`config.mk`:
```
export PLATFORM = sky130hd
export DESIGN_NAME = pet2001_arty_flat
export DESIGN_NICKNAME = d
export VERILOG_FILES = /design/src/rtl/pet2001_pkg.sv /design/src/rtl/pet2001_if.sv /design/src/rtl/pet2001_uart.sv /design/src/rtl/pet2001_arty.sv /design/src/flat_wrapper.sv
export SDC_FILE = /design/constraint.sdc
export NUM_CORES = 1
export LEC_CHECK = 0
export ABC_CLOCK_PERIOD_IN_PS = 9400
export CORE_MARGIN = 3
export CORE_UTILIZATION = 47
export CTS_BUF_LIST = sky130_fd_sc_hd__clkbuf_16
export CTS_CLUSTER_DIAMETER = 100
export DETAILED_ROUTE_END_ITERATION = 10
export GPL_ROUTABILITY_DRIVEN = 0
export PLACE_DENSITY = 0.74
export REMOVE_ABC_BUFFERS = 1
export SLEW_MARGIN = 20
export SYNTH_ARGS = -nofsm -noshare
export SYNTH_HDL_FRONTEND = slang
export SYNTH_SLANG_ARGS = --single-unit
```
`constraint.sdc`:
```
create_clock -name CLK -period 9.4 [get_ports CLK]
set_clock_uncertainty 0.2 [all_clocks]
set_input_delay 0.94 -clock CLK [delete_from_list [all_inputs] [get_ports CLK]]
set_output_delay 0.94 -clock CLK [all_outputs]
set_load 0.01 [all_outputs]
```
`src/rtl/pet2001_pkg.sv`:
```
// Shared constants, types and helpers for the PET 2001 Arty board top.
package pet2001_pkg;

   localparam int unsigned CPU_DIV_NORMAL  = 100;
   localparam int unsigned CPU_DIV_TURBO   = 25;
   localparam int unsigned HEARTBEAT_TICKS = 500_000;
   localparam int unsigned KEYROW_N        = 10;
   localparam int unsigned KEYCOL_N        = 8;
   localparam int unsigned ROWSEL_W        = 4;

   localparam logic [1:0] CVID_SYNC  = 2'b00;
   localparam logic [1:0] CVID_BLACK = 2'b01;
   localparam logic [1:0] CVID_WHITE = 2'b11;

   // Video signals coming out of the core
   typedef struct packed {
      logic pix;
      logic hsync;
      logic vsync;
   } vid_t;

   typedef enum logic [1:0] {RX_IDLE, RX_START, RX_DATA, RX_STOP} rx_state_t;
   typedef enum logic {TX_IDLE, TX_BUSY} tx_state_t;

   // Composite DAC code for one core video sample
   function automatic logic [1:0] cvid_code(input vid_t v);
      if (v.hsync || v.vsync) return CVID_SYNC;
      return v.pix ? CVID_WHITE : CVID_BLACK;
   endfunction

endpackage

```
`src/rtl/pet2001_if.sv`:
```
// Board-top <-> pet2001_core signal bundle. The board top is the master,
// the core attaches through the slave modport.
interface pet2001_if;
   import pet2001_pkg::*;

   logic                cpu_en;
   logic                core_rst;
   logic                diag;
   logic [7:0]          key_data;
   logic                key_strobe;
   logic [KEYCOL_N-1:0] col;
   vid_t                vid;
   logic [ROWSEL_W-1:0] row_sel;

   modport master (
      output cpu_en, core_rst, diag, key_data, key_strobe, col,
      input  vid, row_sel
   );

   modport slave (
      input  cpu_en, core_rst, diag, key_data, key_strobe, col,
      output vid, row_sel
   );

endinterface

```
`src/rtl/pet2001_uart.sv`:
```
// 8N1 keyboard receiver with echo transmitter. Bytes arriving while the
// echo is still busy reach the core but are not echoed.
module pet2001_uart
   import pet2001_pkg::*;
#(
   parameter int unsigned CLK_HZ = 100_000_000,
   parameter int unsigned BAUD   = 115_200
) (
   input  logic       clk,
   input  logic       rst_n,
   input  logic       rx,
   output logic       tx,
   output logic [7:0] key_data,
   output logic       key_strobe
);

   localparam int unsigned DIV   = CLK_HZ / BAUD;
   localparam int unsigned HALF  = DIV / 2;
   localparam int unsigned CNT_W = $clog2(DIV + 1);

   rx_state_t        rx_st;
   logic [CNT_W-1:0] rx_cnt;
   logic [2:0]       rx_bit;
   logic [7:0]       rx_sr;
   logic             rx_prev;

   tx_state_t        tx_st;
   logic [CNT_W-1:0] tx_cnt;
   logic [3:0]       tx_bit;
   logic [8:0]       tx_sr;

   // Receiver: falling-edge start, mid-bit recheck and sampling, stop check
   always_ff @(posedge clk or negedge rst_n) begin
      if (!rst_n) begin
         rx_st      <= RX_IDLE;
         rx_cnt     <= '0;
         rx_bit     <= '0;
         rx_sr      <= '0;
         rx_prev    <= 1'b1;
         key_data   <= '0;
         key_strobe <= 1'b0;
      end else begin
         rx_prev    <= rx;
         key_strobe <= 1'b0;
         case (rx_st)
            RX_IDLE: begin
               if (rx_prev && !rx) begin
                  rx_st  <= RX_START;
                  rx_cnt <= '0;
               end
            end
            RX_START: begin
               if (rx_cnt == CNT_W'(HALF - 1)) begin
                  rx_cnt <= '0;
                  rx_bit <= '0;
                  rx_st  <= rx ? RX_IDLE : RX_DATA;
               end else begin
                  rx_cnt <= rx_cnt + CNT_W'(1);
               end
            end
            RX_DATA: begin
               if (rx_cnt == CNT_W'(DIV - 1)) begin
                  rx_cnt <= '0;
                  rx_sr  <= {rx, rx_sr[7:1]};
                  if (rx_bit == 3'd7) rx_st  <= RX_STOP;
                  else                rx_bit <= rx_bit + 3'd1;
               end else begin
                  rx_cnt <= rx_cnt + CNT_W'(1);
               end
            end
            RX_STOP: begin
               if (rx_cnt == CNT_W'(DIV - 1)) begin
                  rx_cnt <= '0;
                  rx_st  <= RX_IDLE;
                  if (rx) begin
                     key_data   <= rx_sr;
                     key_strobe <= 1'b1;
                  end
               end else begin
                  rx_cnt <= rx_cnt + CNT_W'(1);
               end
            end
            default: rx_st <= RX_IDLE;
         endcase
      end
   end

   // Echo transmitter: start bit goes out on the clock after key_strobe
   always_ff @(posedge clk or negedge rst_n) begin
      if (!rst_n) begin
         tx_st  <= TX_IDLE;
         tx     <= 1'b1;
         tx_sr  <= '1;
         tx_cnt <= '0;
         tx_bit <= '0;
      end else begin
         case (tx_st)
            TX_IDLE: begin
               if (key_strobe) begin
                  tx_st  <= TX_BUSY;
                  tx     <= 1'b0;
                  tx_sr  <= {1'b1, key_data};
                  tx_cnt <= '0;
                  tx_bit <= '0;
               end
            end
            TX_BUSY: begin
               if (tx_cnt == CNT_W'(DIV - 1)) begin
                  tx_cnt <= '0;
                  if (tx_bit == 4'd9) begin
                     tx_st <= TX_IDLE;
                  end else begin
                     tx     <= tx_sr[0];
                     tx_sr  <= {1'b1, tx_sr[8:1]};
                     tx_bit <= tx_bit + 4'd1;
                  end
               end else begin
                  tx_cnt <= tx_cnt + CNT_W'(1);
               end
            end
            default: tx_st <= TX_IDLE;
         endcase
      end
   end

endmodule

```
`src/rtl/pet2001_arty.sv`:
```
// Arty board top for the PET 2001 emulator: CPU clock enable, reset and
// button handling, heartbeat LED and board I/O. The core attaches through
// the pet2001_if port. Define PET_REAL_EN for real-PET video and matrix
// keyboard; otherwise composite video and a UART keyboard are built.
module pet2001_arty
   import pet2001_pkg::*;
#(
   parameter int unsigned CLK_HZ          = 100_000_000,
   parameter int unsigned BAUD            = 115_200,
   parameter int unsigned DEBOUNCE_CYCLES = 1_000_000,
   parameter int unsigned HB_TICKS        = HEARTBEAT_TICKS
) (
   input  logic                CLK,
   input  logic                RST_N,
   input  logic [2:0]          SW,
   input  logic                BTN,
   output logic                LED,
   pet2001_if.master           core,
`ifdef PET_REAL_EN
   output logic                PET_VID_DATA_N,
   output logic                PET_VID_HORZ_N,
   output logic                PET_VID_VERT_N,
   output wire [KEYROW_N-1:0]  KEYROW,
   input  logic [KEYCOL_N-1:0] KEYCOL
`else
   output logic [1:0]          CVID,
   input  logic                UART_TXD_IN,
   output logic                UART_RXD_OUT
`endif
);

   localparam int unsigned DIV_W = $clog2(CPU_DIV_NORMAL);
   localparam int unsigned HB_W  = $clog2(HB_TICKS + 1);
   localparam int unsigned DB_W  = $clog2(DEBOUNCE_CYCLES + 1);

   logic [1:0]       rst_sync;
   logic             rst_n;
   logic [2:0]       sw_m, sw_s;
   logic             btn_m, btn_s;
   logic             btn_db;
   logic [DB_W-1:0]  db_cnt;
   logic [DIV_W-1:0] div_cnt, div_last;
   logic             cpu_en;
   logic [HB_W-1:0]  hb_cnt;
   logic             core_rst_q;
   logic             diag_q;

   // Reset assertion is asynchronous, release goes through two flops
   always_ff @(posedge CLK or negedge RST_N) begin
      if (!RST_N) rst_sync <= 2'b00;
      else        rst_sync <= {rst_sync[0], 1'b1};
   end
   assign rst_n = rst_sync[1];

   // Switch and button synchronisers
   always_ff @(posedge CLK or negedge rst_n) begin
      if (!rst_n) begin
         sw_m  <= '0;
         sw_s  <= '0;
         btn_m <= 1'b0;
         btn_s <= 1'b0;
      end else begin
         sw_m  <= SW;
         sw_s  <= sw_m;
         btn_m <= BTN;
         btn_s <= btn_m;
      end
   end

   // Button debounce: a new level must persist DEBOUNCE_CYCLES clocks
   always_ff @(posedge CLK or negedge rst_n) begin
      if (!rst_n) begin
         db_cnt <= '0;
         btn_db <= 1'b0;
      end else if (btn_s == btn_db) begin
         db_cnt <= '0;
      end else if (db_cnt == DB_W'(DEBOUNCE_CYCLES - 1)) begin
         btn_db <= btn_s;
         db_cnt <= '0;
      end else begin
         db_cnt <= db_cnt + DB_W'(1);
      end
   end

   // Core reset and diag pass-through
   always_ff @(posedge CLK or negedge rst_n) begin
      if (!rst_n) begin
         core_rst_q <= 1'b1;
         diag_q     <= 1'b0;
      end else begin
         core_rst_q <= btn_db;
         diag_q     <= sw_s[2];
      end
   end

   // CPU clock-enable divider; pause/turbo are picked up at each wrap
   always_ff @(posedge CLK or negedge rst_n) begin
      if (!rst_n) begin
         div_cnt  <= '0;
         div_last <= DIV_W'(CPU_DIV_NORMAL - 1);
         cpu_en   <= 1'b0;
      end else begin
         cpu_en <= 1'b0;
         if (div_cnt == div_last) begin
            div_cnt  <= '0;
            div_last <= sw_s[1] ? DIV_W'(CPU_DIV_TURBO - 1) : DIV_W'(CPU_DIV_NORMAL - 1);
            cpu_en   <= !sw_s[0];
         end else begin
            div_cnt <= div_cnt + DIV_W'(1);
         end
      end
   end

   // Heartbeat: toggle LED every HB_TICKS CPU enables
   always_ff @(posedge CLK or negedge rst_n) begin
      if (!rst_n) begin
         hb_cnt <= '0;
         LED    <= 1'b0;
      end else if (cpu_en) begin
         if (hb_cnt == HB_W'(HB_TICKS - 1)) begin
            hb_cnt <= '0;
            LED    <= ~LED;
         end else begin
            hb_cnt <= hb_cnt + HB_W'(1);
         end
      end
   end

   assign core.cpu_en   = cpu_en;
   assign core.core_rst = core_rst_q;
   assign core.diag     = diag_q;

`ifdef PET_REAL_EN
   logic [KEYCOL_N-1:0] col_m, col_n;
   logic [ROWSEL_W-1:0] row_q;
   logic                row_drv;

   // Active-low video, one clock behind the core
   always_ff @(posedge CLK or negedge rst_n) begin
      if (!rst_n) begin
         PET_VID_DATA_N <= 1'b1;
         PET_VID_HORZ_N <= 1'b1;
         PET_VID_VERT_N <= 1'b1;
      end else begin
         PET_VID_DATA_N <= ~core.vid.pix;
         PET_VID_HORZ_N <= ~core.vid.hsync;
         PET_VID_VERT_N <= ~core.vid.vsync;
      end
   end

   // Row select register and column synchroniser (inverted for the core)
   always_ff @(posedge CLK or negedge rst_n) begin
      if (!rst_n) begin
         row_q   <= '0;
         row_drv <= 1'b0;
         col_m   <= '0;
         col_n   <= '1;
      end else begin
         row_q   <= core.row_sel;
         row_drv <= core.row_sel < ROWSEL_W'(KEYROW_N);
         col_m   <= KEYCOL;
         col_n   <= ~col_m;
      end
   end

   // Open-drain style rows: only the selected row is driven
   for (genvar i = 0; i < KEYROW_N; i++) begin : g_row
      assign KEYROW[i] = (row_drv && row_q == ROWSEL_W'(i)) ? 1'b1 : 1'bz;
   end

   assign core.col        = col_n;
   assign core.key_data   = '0;
   assign core.key_strobe = 1'b0;
`else
   logic       rx_m, rx_s;
   logic [7:0] key_data;
   logic       key_strobe;
   logic       unused_row_sel;

   // Composite DAC code, one clock behind the core
   always_ff @(posedge CLK or negedge rst_n) begin
      if (!rst_n) CVID <= CVID_BLACK;
      else        CVID <= cvid_code(core.vid);
   end

   // Serial input synchroniser; line idles high
   always_ff @(posedge CLK or negedge rst_n) begin
      if (!rst_n) begin
         rx_m <= 1'b1;
         rx_s <= 1'b1;
      end else begin
         rx_m <= UART_TXD_IN;
         rx_s <= rx_m;
      end
   end

   pet2001_uart #(
      .CLK_HZ (CLK_HZ),
      .BAUD   (BAUD)
   ) u_uart (
      .clk        (CLK),
      .rst_n      (rst_n),
      .rx         (rx_s),
      .tx         (UART_RXD_OUT),
      .key_data   (key_data),
      .key_strobe (key_strobe)
   );

   assign core.key_data   = key_data;
   assign core.key_strobe = key_strobe;
   assign core.col        = '1;
   assign unused_row_sel  = ^core.row_sel;
`endif

endmodule

```
`src/flat_wrapper.sv`:
```
// flat-port wrapper written by rule: the top's interface ports become plain ports
module pet2001_arty_flat import pet2001_pkg::*;
#(
   parameter int unsigned CLK_HZ          = 100_000_000,
   parameter int unsigned BAUD            = 115_200,
   parameter int unsigned DEBOUNCE_CYCLES = 1_000_000,
   parameter int unsigned HB_TICKS        = HEARTBEAT_TICKS
)
  (CLK, RST_N, SW, BTN, LED, CVID, UART_TXD_IN, UART_RXD_OUT, core_cpu_en, core_core_rst, core_diag, core_key_data, core_key_strobe, core_col, core_vid, core_row_sel);
  pet2001_if core_i ();
  input  logic CLK;
  input  logic RST_N;
  input  logic [2:0] SW;
  input  logic BTN;
  output logic LED;
  output logic [1:0] CVID;
  input  logic UART_TXD_IN;
  output logic UART_RXD_OUT;
  output wire logic [$bits(core_i.cpu_en)-1:0] core_cpu_en;
  output wire logic [$bits(core_i.core_rst)-1:0] core_core_rst;
  output wire logic [$bits(core_i.diag)-1:0] core_diag;
  output wire logic [$bits(core_i.key_data)-1:0] core_key_data;
  output wire logic [$bits(core_i.key_strobe)-1:0] core_key_strobe;
  output wire logic [$bits(core_i.col)-1:0] core_col;
  input wire logic [$bits(core_i.vid)-1:0] core_vid;
  input wire logic [$bits(core_i.row_sel)-1:0] core_row_sel;
  assign core_cpu_en = core_i.cpu_en;
  assign core_core_rst = core_i.core_rst;
  assign core_diag = core_i.diag;
  assign core_key_data = core_i.key_data;
  assign core_key_strobe = core_i.key_strobe;
  assign core_col = core_i.col;
  assign core_i.vid = core_vid;
  assign core_i.row_sel = core_row_sel;
  pet2001_arty #(.CLK_HZ(CLK_HZ), .BAUD(BAUD), .DEBOUNCE_CYCLES(DEBOUNCE_CYCLES), .HB_TICKS(HB_TICKS)) u_core (.CLK(CLK), .RST_N(RST_N), .SW(SW), .BTN(BTN), .LED(LED), .core(core_i), .CVID(CVID), .UART_TXD_IN(UART_TXD_IN), .UART_RXD_OUT(UART_RXD_OUT));
endmodule
```
==> results by group, run 1 <==
Run status
  – Outcome: finished, final reports clean

Clock network
  – Root Buffer: clkbuf_16
  – Clock Latency Late Sink: 0.41 ns
  – Sink Count: about 120
  – CTS buffer count: 17
  – Cts repair resizes: 0
  – Hold bufs inserted after CTS: 0
  – Clock-pin slew on the worst setup and hold paths: 0.05 ns
  – Post-CTS Setup Inserts: 0
  – CTS max path bufs: 2
  – CTS tree: built
  – H-tree levels: 4

STA
  – Slew HR: between 30% and 40%
  – # setup viols final: 0
  – Worst setup margin: 6.73 ns
  – Final Cycle Share: 28.4%
  – Max-slew violations: 0
  – RSZ-0062 raised after global routing: no
  – Final Hold Fails: 0
  – Setup_tns: 0 ns
  – Tmin final: between 2 and 3 ns
  – Fmax: 375 MHz
  – Hold Slack: ~0.15 ns
  – Least-Margin Pin Slew: 0.937 ns

Final layout
  – Synth-to-Final Area Change: 16.4%
  – Layout cells sized above 1: 14.8%
  – Filler cell count: 1,009
  – Design Area, Final: 6890 um^2
  – Area of the multi-input gates: 2620 um^2
  – ANT cells: 0
  – Register Area: 3130 um^2
  – Nets@finish: 591

Setup path
  – Crit path DAT: 1.53 ns
  – WP buf/inv: 1
  – Critical Path, Cell by Cell: clkdlybuf4s50_1
  – Slowest cell on crit path: clkdlybuf4s50_1
  – Crit path max-delay family: buffers and inverters
  – CP startpoint kind: register
  – CP Class: reg -> out
  – Largest stage delay, worst path: 0.60 ns
  – CP Capture Type: output port
  – Peak fanout along the critical path: 10
  – WP data required: ~8.3 ns

Yosys
  – Seq/Total Area, Yosys: 52.7%
  – Mapped Avg Cell Area: approximately 11 um^2
  – EDFF count, synth: 0
  – Yosys reg bits: roughly 120
  – Async SR Flop Fraction: 100%
  – Synthesis warning total: 0
  – Synth Instances: 540
  – Mapped Area: 5920 um^2
  – Ys flop type: dfrtp_1
  – Post-synth cell types: 62

Die
  – Row count: 40
  – Die height: between 100 and 150 um
  – Die width: roughly 120 um
  – Ports: 38
  – Initial Util: 48.7%
  – DIE AREA: 14,000 um^2
  – Area of the core: 12,200 um^2

Global route
  – Initial antenna violation count: 0
  – Largest net degree at the start of global routing: 77
  – Vias in the first global route: around 4,000
  – First-pass GRT wire length: 19.1 mm
  – Total gr overflow: 0
  – Tot GR Track Use: 16.6%

Place
  – DP HPWL: 7.06 mm
  – DP Area: 6290 um^2
  – PortBufs: 25
  – Worst slack, placed: 6.70 ns

Routing
  – Post-DRT Antenna Nets: 0
  – Initial drt markers: 220
  – DRT Pass-1 Iters: 4
  – Vias: 4,125
  – Routed length per instance: 14.8 um
  – DRC: 0
  – Vias per cell: 5.51
  – Total Wirelength: 11.0 mm

Power and ir drop
  – Pint: 1.07 mW
  – Power density over the cells: 206 nW/um^2
  – Combinational power share: 9.7%
  – Register share of total power: 44.3%
  – Net switching fraction of the power: between 20% and 30%
  – Psw: 0.347 mW
  – VDD IR max: between 150 and 200 uV
  – Pwr Total: 1.42 mW
  – Clock Power Share: a little under half
  – Leak pwr: 2.99 nW

Flow run
  – Max-cap violation count: 0

Worst hold path
  – Worst Hold Class: reg -> async
## Yosys cell counts, types with 3 or more instances
cell / count / share of area, %
xor2_1: 15 / 2.2
nor4_1: 5 / 0.53
dfrtp_1: 109 / 46
a211o_1: 3 / 0.44
clkbuf_1: 13 / 0.82
a21oi_1: 13 / 1.1
nand2b_1: 5 / 0.53
and4_1: 9 / 1.3
nand3_1: 28 / 2.4
buf_2: 3 / 0.25
or4_1: 6 / 0.76
o211ai_1: 5 / 0.63
o21ai_0: 20 / 1.7
buf_4: 8 / 1.0
dfstp_2: 15 / 6.7
mux2_2: 34 / 6.5
nor2_1: 36 / 2.3
nand4_1: 15 / 1.6
a21o_1: 3 / 0.38
nand2_1: 36 / 2.3
ha_1: 10 / 2.1
a22o_1: 3 / 0.44
mux2i_1: 7 / 1.2
a31oi_1: 7 / 0.74
nor2b_1: 8 / 0.85
nor4bb_1: 3 / 0.51
o31ai_1: 6 / 0.76
inv_1: 20 / 1.3
and2_1: 4 / 0.42
or3_1: 8 / 0.85
and3_1: 10 / 1.1
a41oi_1: 4 / 0.59
nor4b_1: 5 / 0.74
nor3_1: 10 / 0.85
xnor2_1: 18 / 2.7
## per-layer routing
| layer | track usage [%] | share of wire, % | up-vias | routed length (um) |
|---|---|---|---|---|
| li1 | - | - | 1999 | - |
| met3 | 4.74 | 3.4 | 22 | 372 |
| met2 | 26.0 | 48 | 66 | 5340 |
| met1 | 21.4 | 46 | 2038 | 5080 |
| met5 | 0 | 0 | - | 0 |
| met4 | 7.69 | 2.2 | 0 | 240 |
## cells by family (layout without fill, tap and decap cells)
family	count (synthesis)	in the layout	synth area share, %
simple gates	202	202	19.3
flops	124	124	52.7
compound gates	81	81	9.58
buf+inv	48	80	3.66
mux	41	41	7.65
xor+xnor	33	33	4.88
fa+ha+maj	10	10	2.11
other cells	1	9	0.0634
## cell usage in the layout (no fill, tap or decap), types with 4 or more instances in the layout
master           netlist  final
nand3_1               28     28
and2_1                 4      4
nor2b_1                8      8
nor4b_1                5      5
or4_1                  6      6
clkinv_1               0      6
conb_1                 1      9
dfrtp_1              109    108
or3_1                  8      8
a31oi_1                7      6
nor2_1                36     36
nand2_1               36     36
and4_1                 9      9
bufinv_16              0      4
o211ai_1               5      5
nand2b_1               5      5
and3_1                10     10
dfstp_2               15     15
nor3_1                10     10
mux2_2                34     34
xor2_1                15     15
nor4_1                 5      5
clkdlybuf4s50_1        0     25
o31ai_1                6      6
nand4_1               15     15
a41oi_1                4      4
a21oi_1               13     13
mux2i_1                7      7
clkbuf_16              0     17
o21ai_0               20     20
xnor2_1               18     18
ha_1                  10     10
inv_1                 20     23
## path summary, 6_finish.rpt
check                                        startpoint                      end  slack, ns  cells after the start
worst max-delay path                 u_core.core.cpu_en              core_cpu_en       6.73                      1
worst min-delay path                 u_core.rst_sync[1]  u_core.u_uart.rx_cnt[8]       0.15                      0
worst max register to register  u_core.u_uart.rx_cnt[1]  u_core.u_uart.rx_cnt[6]       6.95                      6
worst min register to register       u_core.rst_sync[1]  u_core.u_uart.rx_cnt[8]       0.15                      0
max in group asynchronous            u_core.rst_sync[1]        u_core.hb_cnt[15]       7.48                      1
min in group CLK                           u_core.btn_m             u_core.btn_s       0.15                      0
## flip-flops by register name, summed over array words and instances (netlist names), 2 cells and up, named ones only
signal / count
u_core.CVID: 2
u_core.sw_s: 3
u_core.sw_m: 3
u_core.div_last: 2
u_core.u_uart.rx_cnt: 10
u_core.u_uart.tx_bit: 4
u_core.u_uart.tx_cnt: 10
u_core.u_uart.rx_sr: 8
u_core.db_cnt: 20
u_core.rst_sync: 2
u_core.u_uart.rx_bit: 3
u_core.hb_cnt: 19
u_core.div_cnt: 7
u_core.u_uart.key_data: 8
u_core.u_uart.tx_sr: 8
## power by group through the flow
| stage | Sequential [mW] | Combinational (mW) | Clock, mW |
|---|---|---|---|
| floorplan | 0.630 | 0.100 | 0 |
| global placement | 0.634 | 0.132 | 0 |
| detailed placement | 0.638 | 0.137 | 0 |
| CTS | 0.629 | 0.139 | 0.666 |
| global route | 0.637 | 0.155 | 0.693 |
| finish | 0.629 | 0.137 | 0.653 |
## through the flow
stage	instances	util (%)
after floorplan	520	-
after detailed placement	716	51.8
final	748	56.7
after CTS	748	56.6
after global routing	748	56.7
after global placement	716	51.8
## cell type report
cell class	count	area share [%]
sequential	124	45.4
clock inverter	15	2.38
inverter	20	1.09
clock buffer	17	6.17
tap	168	3.05
timing repair buffer	28	3.96
multi-input combinational	376	38.0
Power figures use the tool's default switching activity.
==> run 2: changes to the inputs <==
ABC_CLOCK_PERIOD_IN_PS = 2200   (was 9400)
PLACE_DENSITY = 0.76   (was 0.74)
clock period = 2.2 ns   (was 9.4 ns; I/O delays follow)
==> results by group, run 2 (synthesis gave the netlist of run 1 again) <==
Final layout
  – Synth-to-Final Area Change: 21.4%
  – Max reg flops: 20 (unchanged)
  – Most flops, register: u_core.db_cnt
  – Biggest regs: u_core.db_cnt: 20 flops, u_core.hb_cnt: 19 flops
  – Layout cells sized above 1: 20.1% (+5.2 points)
  – Commonest non-fill, non-tap cells in the layout: dfrtp_1, nor2_1, nand2_1
  – Nets@finish: 625 (+5.8%)
  – ANT cells: 0 (unchanged)
  – Commonest non-fill, non-tap cell in the layout: dfrtp_1
  – Layout Utilization: 59.1% (+2.4 points)

Routing
  – Routed length per instance: 14.3 um (-3.3%)
  – Initial drt markers: 185 (-16%)
  – Vias: 4,268 (+3.5%)
  – Vias per cell: 5.46 (-0.91%)
  – DRT Pass-1 Iters: 4 (unchanged)
  – Post-DRT Antenna Nets: 0 (unchanged)
  – DRC: 0 (unchanged)
  – Total Wirelength: 11.1 mm (+0.99%)

Clock network
  – CTS buffer count: 17 (unchanged)
  – H-tree levels: 4 (unchanged)
  – Clock Latency Late Sink: 0.41 ns (about the same)
  – CTS tree: built
  – Clock-pin slew on the worst setup and hold paths: 0.05 ns (about the same)
  – Sink Count: 124 (unchanged)
  – Root Buffer: clkbuf_16
  – CTS max path bufs: 2 (unchanged)

STA
  – Final Hold Fails: 0 (unchanged)
  – Slew HR: 64.1% (+27 points)
  – Setup_tns: -0.584 ns (-0.584 ns)
  – Max-slew violations: 0 (unchanged)
  – RSZ-0062 raised after global routing: yes
  – Least-Margin Pin Slew: 0.539 ns (-0.399 ns)
  – Worst setup margin: -0.0467 ns (-6.78 ns)
  – Fmax: 445 MHz
  – # setup viols final: 22 (+22)
  – Tmin final: 2.25 ns
  – Final Cycle Share: 102%

Setup path
  – Crit path depth: 7 (+6)
  – R2R Setup Slk: -0.05 ns (-7.00 ns)
  – WP data required: 2.29 ns (-5.97 ns)
  – End of the worst register-to-register path: u_core.u_uart.key_data[1]
  – CP Capture Point: u_core.u_uart.key_data[1]
  – Peak fanout along the critical path: 9 (-1)
  – Crit path max-delay family: simple AND/OR/NAND/NOR gates
  – CP Capture Type: register
  – CP startpoint kind: register
  – WP buf/inv: 2 (+1)
  – Critical Path, Cell by Cell: buf_4 > ha_1 > and4_1 > and3_1 > and4_1 > buf_4 > mux2_2
  – Crit path DAT: 2.34 ns (+0.81 ns)
  – CP startpoint: u_core.u_uart.rx_cnt[0]
  – Worst Reg-to-Reg Cells: 7 (+1)
  – Reg-to-reg startpoint: u_core.u_uart.rx_cnt[0]
  – Slowest cell on crit path: dfrtp_1
  – Largest stage delay, worst path: 0.40 ns (-0.20 ns)
  – CP Class: reg -> reg

Power and ir drop
  – Pint: 4.60 mW (+330%)
  – Combinational power share: 12.9% (+3.2 points)
  – Power density over the cells: 850 nW/um^2 (+310%)
  – Net switching fraction of the power: 24.7% (+0.24 points)
  – Register share of total power: 43.5% (-0.8 points)
  – VDD IR max: 705 uV (+270%)
  – Leak pwr: 3.17 nW (+6.0%)
  – Clock Power Share: 43.5% (-2.5 points)
  – Pwr Total: 6.11 mW (+330%)
  – Psw: 1.51 mW (+330%)

Worst hold path
  – HP Start: SW[2]
  – Worst Hold Class: in -> reg

Die
  – Initial Util: 48.7% (unchanged)
  – Area of the core: 12,200 um^2 (unchanged)
  – Row count: 40 (unchanged)
  – Die height: 118 um (unchanged)
  – Ports: 38 (unchanged)
  – DIE AREA: 14,000 um^2 (unchanged)
  – Die width: 118 um (unchanged)

Global route
  – First-pass GRT wire length: 19.4 mm (+2.1%)
  – Total gr overflow: 0 (unchanged)
  – Largest net degree at the start of global routing: 46 (-40%)
  – Grt met2 use: 26.0% (-0.036 points)
  – Busiest grt layer: met2
  – Routing usage on met3: 4.93% (+0.19 points)
  – Tot GR Track Use: 16.8% (+0.21 points)
  – Vias in the first global route: 4,119 (+2.7%)
  – Initial antenna violation count: 0 (unchanged)
  – Met1 usage: 21.9% (+0.45 points)

Run status
  – Failing checks: negative setup slack
  – Outcome: finished with violations

Place
  – DP HPWL: 7.62 mm (+7.9%)
  – PortBufs: 25 (unchanged)

Flow run
  – Max-cap violation count: 0 (unchanged)
## run 2: cell types whose count changed in the layout (fill, tap and decap cells not counted), moves of 2 or more
cell	delta
clkinv_2	+2
dlygate4sd3_1	+2
buf_4	+29
buf_12	+2
## run 2: final cells by class
type | count | area (um^2)
fillers | 925 | 4980
flip-flops and latches | 124 | 3130
multi-input cells | 376 | 2650
repair buffers | 62 | 562
clock buffers | 17 | 425
well taps | 168 | 210
clock inverters | 14 | 136
inverters | 20 | 75.1
## run 2: timing repair
item / 4_1_cts / 5_1_grt
resized for setup: 2 / 8
pin swaps: 0 / 4
hold buffers: 2 / 0
endpoints found under the setup margin: 4 / 30
hold endpoints to repair: 3 / 0
setup buffers: 0 / 3
cloned: 0 / 0
## run 2: routing by layer
| layer | part of all wire (%) | wire length [um] | vias up |
|---|---|---|---|
| met5 | 0 | 0 | - |
| met4 | 1.7 | 185 | 0 |
| met3 | 3.2 | 361 | 14 |
| met2 | 48 | 5360 | 76 |
| met1 | 47 | 5240 | 2112 |
| li1 | - | - | 2066 |
## run 2: worst min path at each step
stage / depth (start not counted) / end / slack (ns)
CTS: 1 / u_core.sw_m[1] / 0.03
floorplan: 0 / u_core.rst_sync[0] / -0.28
detailed placement: 0 / u_core.btn_s / 0.13
finish: 1 / u_core.sw_m[2] / 0.05
global placement: 0 / u_core.db_cnt[3] / 0.13
global route: 1 / u_core.btn_m / 0.03
## run 2: through the flow
step           setup slack [ns]  instance area (um^2)  hold slack (ns)  cells
6_report                -0.0467                  7180           0.0484    781
5_1_grt                  -0.126                  7180           0.0339    781
4_1_cts                 0.00106                  7130           0.0267    778
3_5_place_dp            0.00705                  6540            0.135    745
3_3_place_gp             0.0308                  6540            0.132    745
2_1_floorplan             -1.68                  5810           -0.276    520
## run 2: power by group through the flow
stage | sequential (mW) | clock, mW | combinational [mW]
after global placement | 2.68 | 0 | 0.706
final | 2.66 | 2.66 | 0.791
after detailed placement | 2.69 | 0 | 0.733
after CTS | 2.65 | 2.72 | 0.738
after global routing | 2.68 | 2.83 | 0.882
after floorplan | 2.69 | 0 | 0.429
